File: config.mk
export PLATFORM = sky130hd
export DESIGN_NAME = mem_request_bridge
export DESIGN_NICKNAME = d
export VERILOG_FILES = /design/src/rtl/mem_ctrl_pkg.sv /design/src/rtl/mem_timeout_cnt.sv /design/src/rtl/mem_request_bridge.sv
export SDC_FILE = /design/constraint.sdc
export NUM_CORES = 1
export LEC_CHECK = 0
export CAP_MARGIN = 20
export CORE_MARGIN = 4
export CORE_UTILIZATION = 46
export CTS_BUF_LIST = sky130_fd_sc_hd__clkbuf_4
export CTS_CLUSTER_DIAMETER = 150
export DETAILED_ROUTE_END_ITERATION = 8
export PLACE_DENSITY = 0.92
export SYNTH_ARGS = -nofsm -noshare
export SYNTH_HDL_FRONTEND = slang
export SYNTH_HIERARCHICAL = 1
export SYNTH_SLANG_ARGS = --single-unit
File: constraint.sdc
create_clock -name clk -period 2.6 [get_ports clk]
set_clock_uncertainty 0.1 [all_clocks]
set_input_delay 0.52 -clock clk [delete_from_list [all_inputs] [get_ports clk]]
set_output_delay 0.52 -clock clk [all_outputs]
set_load 0.01 [all_outputs]
File: src/rtl/mem_ctrl_pkg.sv
// Shared definitions for the memory request path.
//  - MODE_* : request mode encoding, also used by the front-panel I/O controller
//  - bridge_state_t : one-hot state encoding of mem_request_bridge
//  - mode_is_valid() : true for the two modes that start an Avalon transaction
package mem_ctrl_pkg;

  localparam logic [1:0] MODE_IDLE  = 2'b00;
  localparam logic [1:0] MODE_READ  = 2'b01;
  localparam logic [1:0] MODE_WRITE = 2'b10;

  typedef enum logic [5:0] {
    ST_IDLE    = 6'b000001,
    ST_RD_CMD  = 6'b000010,
    ST_RD_WAIT = 6'b000100,
    ST_WR_CMD  = 6'b001000,
    ST_DONE    = 6'b010000,
    ST_REARM   = 6'b100000
  } bridge_state_t;

  function automatic logic mode_is_valid(input logic [1:0] m);
    return (m == MODE_READ) || (m == MODE_WRITE);
  endfunction

endpackage

File: src/rtl/mem_timeout_cnt.sv
// Transaction watchdog counter.
//  clk      in  system clock
//  reset_n  in  asynchronous active-low reset
//  clear    in  synchronous clear (request accepted)
//  enable   in  count this cycle (transaction in flight)
//  expired  out count has reached TIMEOUT_CYCLES-1
// The count saturates at its terminal value so expired stays asserted
// until the next clear.
module mem_timeout_cnt #(
  parameter int TIMEOUT_CYCLES = 1024
) (
  input  logic clk,
  input  logic reset_n,
  input  logic clear,
  input  logic enable,
  output logic expired
);

  localparam int CNT_W = $clog2(TIMEOUT_CYCLES);
  localparam logic [CNT_W-1:0] LAST = CNT_W'(TIMEOUT_CYCLES - 1);

  logic [CNT_W-1:0] cnt;

  always_ff @(posedge clk or negedge reset_n) begin
    if (!reset_n) begin
      cnt <= '0;
    end else if (clear) begin
      cnt <= '0;
    end else if (enable && (cnt != LAST)) begin
      cnt <= cnt + 1'b1;
    end
  end

  assign expired = (cnt == LAST);

endmodule

File: src/rtl/mem_request_bridge.sv
// Converts the I/O controller's level-held request into one single-word
// Avalon-MM master transaction and returns a one-cycle completion pulse.
//  clk, reset_n                 clock, asynchronous active-low reset
//  io_req, mode, address,
//  write_data                   request from the I/O controller (sampled at accept)
//  mem_done                     one-cycle completion pulse (success, abort, invalid)
//  read_data                    last successfully read word
//  mem_err                      error flag, valid with mem_done, cleared at next accept
//  busy                         accept through the mem_done cycle
//  avm_*                        Avalon-MM master interface (single word, full byteenable)
module mem_request_bridge
  import mem_ctrl_pkg::*;
#(
  parameter int ADDR_W         = 25,
  parameter int DATA_W         = 16,
  parameter int TIMEOUT_CYCLES = 1024
) (
  input  logic                  clk,
  input  logic                  reset_n,
  input  logic                  io_req,
  input  logic [1:0]            mode,
  input  logic [ADDR_W-1:0]     address,
  input  logic [DATA_W-1:0]     write_data,
  output logic                  mem_done,
  output logic [DATA_W-1:0]     read_data,
  output logic                  mem_err,
  output logic                  busy,
  output logic [ADDR_W-1:0]     avm_address,
  output logic                  avm_read,
  output logic                  avm_write,
  output logic [DATA_W-1:0]     avm_writedata,
  output logic [DATA_W/8-1:0]   avm_byteenable,
  input  logic                  avm_waitrequest,
  input  logic [DATA_W-1:0]     avm_readdata,
  input  logic                  avm_readdatavalid
);

  bridge_state_t state;
  logic          accept;
  logic          in_flight;
  logic          tmo_expired;

  assign accept    = (state == ST_IDLE) && io_req;
  assign in_flight = (state == ST_RD_CMD) || (state == ST_RD_WAIT) || (state == ST_WR_CMD);

  assign avm_byteenable = '1;

  mem_timeout_cnt #(
    .TIMEOUT_CYCLES(TIMEOUT_CYCLES)
  ) u_timeout (
    .clk     (clk),
    .reset_n (reset_n),
    .clear   (accept),
    .enable  (in_flight),
    .expired (tmo_expired)
  );

  // In every in-flight state the completion condition is tested before the
  // timeout, so a completion in the expiry cycle is reported as success.
  always_ff @(posedge clk or negedge reset_n) begin
    if (!reset_n) begin
      state         <= ST_IDLE;
      mem_done      <= 1'b0;
      read_data     <= '0;
      mem_err       <= 1'b0;
      busy          <= 1'b0;
      avm_address   <= '0;
      avm_read      <= 1'b0;
      avm_write     <= 1'b0;
      avm_writedata <= '0;
    end else begin
      mem_done <= 1'b0;
      unique case (state)
        ST_IDLE: begin
          if (io_req) begin
            busy        <= 1'b1;
            mem_err     <= 1'b0;
            avm_address <= address;
            if (!mode_is_valid(mode)) begin
              state    <= ST_DONE;
              mem_done <= 1'b1;
              mem_err  <= 1'b1;
            end else if (mode == MODE_READ) begin
              state    <= ST_RD_CMD;
              avm_read <= 1'b1;
            end else begin
              state         <= ST_WR_CMD;
              avm_write     <= 1'b1;
              avm_writedata <= write_data;
            end
          end
        end
        ST_RD_CMD: begin
          if (!avm_waitrequest) begin
            avm_read <= 1'b0;
            state    <= ST_RD_WAIT;
          end else if (tmo_expired) begin
            avm_read <= 1'b0;
            state    <= ST_DONE;
            mem_done <= 1'b1;
            mem_err  <= 1'b1;
          end
        end
        ST_RD_WAIT: begin
          if (avm_readdatavalid) begin
            read_data <= avm_readdata;
            state     <= ST_DONE;
            mem_done  <= 1'b1;
          end else if (tmo_expired) begin
            state    <= ST_DONE;
            mem_done <= 1'b1;
            mem_err  <= 1'b1;
          end
        end
        ST_WR_CMD: begin
          if (!avm_waitrequest) begin
            avm_write <= 1'b0;
            state     <= ST_DONE;
            mem_done  <= 1'b1;
          end else if (tmo_expired) begin
            avm_write <= 1'b0;
            state     <= ST_DONE;
            mem_done  <= 1'b1;
            mem_err   <= 1'b1;
          end
        end
        ST_DONE: begin
          busy  <= 1'b0;
          state <= ST_REARM;
        end
        ST_REARM: begin
          // A request level still held from the finished transaction must
          // not start another one.
          if (!io_req) state <= ST_IDLE;
        end
        default: state <= ST_IDLE;
      endcase
    end
  end

endmodule

==> results.ini, run 1 <==
[finish]
final_cell_mix = clkdlybuf4s50_1, nand2_1, dfrtp_1
final_common_cell = clkdlybuf4s50_1
nets = 510
areaGrowthSynthToFinish_pct = 44.3
layout-drive-gt1-share_pct = 10.7
seq_area_mm2 = 0.00195
diodes = 0
final_cell_count_no_fill = 547
post-route-util_pct = 68.2
multi_input_area_mm2 = 0.00136
fillers = 508

[synth]
syn_avg_cell_area_um2 = 11.1
synth_cells = 310
synth_edf_count = 0
synth-seq-cells = 78
ys_seq_area_share_pct = 57.0
ys_warn_count = 6
syn-cell-area_mm2 = 0.00343
synthFlopType = dfrtp_1
ys_async_sr_fraction_pct = 100
yosys.cell_types.count = 47

[die]
ios = 128
chipHeight_um = 94.3
rows = 31
core_area_mm2 = 0.00725
die-area_mm2 = 0.00890
start_util_pct = 47.3
die_x_um = 94.3

[timing]
hold_viol_final = 0
fmax_mhz = 439
maxSlewHeadroom_pct = 45.5
slew_violations = 0
fin_tns_setup_ns = 0
setup_ws_ns = 0.322
rsz0062_at_grt = false
worstMarginPinSlew_ns = 0.818
setup_viol = 0
finalCritPeriodShare_pct = 87.6
finalCriticalPeriod_ns = 2.28

[min_path]
hp-class = reg2reg
holdPathStages = 2
min_from = avm_address[1]$_DFFE_PN0P_
hold-path-endpoint = avm_address[1]$_DFFE_PN0P_

[power]
p_per_area_mw_per_mm2 = 974
vdd_drop_max_v = 0.000460
total_power_mw = 4.82
leakagePower_nw = 2.29

[drt]
vias = 2841
final_antenna_net_count = 0
routedWlPerCell_um = 17.2
drc = 0
vias_per_cell = 5.19
wirelength_um = 9400
first_pass_iters = 4
drt_iter0_markers = 178

[clock_tree]
cts_sinks = 78
htreeDepth = 3
cts_tree = built
clk_path_buf_depth = 2
clock-root-buffer = clkbuf_4
worstSkewPairLatency_ns = 0.44
cts_resized = 0
path_clk_slew_ns = 0.15
cts_buffers = 9

[critical_path]
rrSetupSlack_ns = 0.32
timing.rr.start = state[5]$_DFFE_PN0P_
required_ns = 2.82
timing.rr.end = read_data[15]$_DFFE_PN0P_
cp-startpoint = state[5]$_DFFE_PN0P_
critical_path.cell_chain = nor4_1, and3_1, mux2_2
crit_fanout = 19
crit_type = reg2reg
path_buf_inv = 0
rr_worst_depth = 3
slowest_stage = and3_1
cp-end-kind = flop
max_stage_delay_ns = 0.75
cpLargestDelayFamily = simple AND/OR/NAND/NOR gates
worstPathArrival_ns = 2.50
critPathLaunchType = flop

[place]
place_hpwl_um = 7020
gp_congestion = 0.849
numPortBuffers = 125
placed_cells = 530
pre_cts_slack_ns = -0.0402

[global_route]
grt_pass1_vias = 2959
grt-ovfl-total = 0
grt_pass1_wl_um = 14900
grt_max_degree = 37
antenna_found_initial = 0
grt_util_all_layers_pct = 21.7

[status]
status = complete, no violations

[run]
drv_cap = 0

-- area by class of cell --
type / instances / share of cell area (%)
repair buffers: 136 / 27.0
flip-flops and latches: 78 / 39.5
multi-input cells: 210 / 27.4
well taps: 99 / 2.50
clock inverters: 7 / 1.62
clock buffers: 9 / 1.37
inverters: 8 / 0.607
-- cell usage after synthesis (all sizes together), types with 2 or more instances --
library cell	n	area [um^2]
nand2	86	323
dfrtp	77	1930
mux2	32	394
buf	11	76.3
nor2	10	37.5
nor3	9	56.3
inv	8	30.0
a21oi	7	35.0
nand3	6	42.5
nor2b	6	37.5
o21ai	5	25.0
clkbuf	4	15.0
nand2b	4	25.0
or3	4	25.0
or4	4	30.0
a22oi	3	22.5
ha	3	37.5
xor2	3	26.3
a211oi	2	15.0
and3	2	12.5
mux2i	2	20.0
nand4	2	12.5
nor4	2	12.5
o211ai	2	15.0
o31ai	2	28.8
-- cell families after synthesis --
logic type	synth area share, %
mux	12.1
simple gates	19.0
other cells	0.109
buf+inv	3.54
xor+xnor	1.02
flops	57.0
compound gates	6.17
fa+ha+maj	1.10
-- stage by stage --
step / hold slack, ns / area (um^2)
2_1_floorplan: 0.124 / 3430
3_3_place_gp: 0.358 / 4790
3_5_place_dp: 0.361 / 4790
4_1_cts: 0.396 / 4950
5_1_grt: 0.413 / 4950
6_report: 0.392 / 4950
-- power breakdown --
part | internal [mW] | leakage [nW] | switching (mW)
combinational | 1.18 | 1.22 | 0.949
sequential | 1.64 | 0.993 | 0.286
clock | 0.302 | 0.0731 | 0.458
total | 3.12 | 2.29 | 1.69
-- layer usage --
layer  GRT usage, %  part of all wire, %
met1           27.2                   41
met2           35.9                   49
met3           6.06                  7.4
met4           8.18                  3.3
met5              0                    0
-- tightest hold or removal path, stage by stage, from the launching register on --
cell and delay (ns):
dfrtp_1 0.37, nand2_1 0.05, nand2_1 0.06
-- sequential cells by signal, summed over array words and instances (netlist names) --
register       count
busy               1
mem_err            1
read_data         16
avm_read           1
avm_address       25
state              6
avm_writedata     16
avm_write          1
u_timeout/cnt     10
mem_done           1
-- timing repair --
action                                 in CTS  in global routing
hold buffers                                1                  0
endpoints found under the hold margin      33                  0
buffers inserted                            0                  0
-- worst max path at each step --
stage,cells past startpoint,slack (ns),endpoint
floorplan,7,0.49,mem_done$_DFF_PN0_
global placement,6,0.10,avm_writedata[0]$_DFFE_PN0P_
detailed placement,6,-0.04,avm_writedata[6]$_DFFE_PN0P_
CTS,3,0.28,read_data[15]$_DFFE_PN0P_
global route,3,0.14,read_data[11]$_DFFE_PN0P_
finish,3,0.32,read_data[15]$_DFFE_PN0P_
Note: power is estimated with default switching activity, not from simulation.
==> run 2: changes to the inputs <==
--- a/config.mk
+++ b/config.mk
@@ -11,6 +11,7 @@
 export CTS_BUF_LIST = sky130_fd_sc_hd__clkbuf_4
 export CTS_CLUSTER_DIAMETER = 150
 export DETAILED_ROUTE_END_ITERATION = 8
+export HOLD_SLACK_MARGIN = 0.05
 export PLACE_DENSITY = 0.92
 export SYNTH_ARGS = -nofsm -noshare
 export SYNTH_HDL_FRONTEND = slang
==> results of run 2 <==
Same layout as run 1: the final DEF is identical, and so are final timing and power.
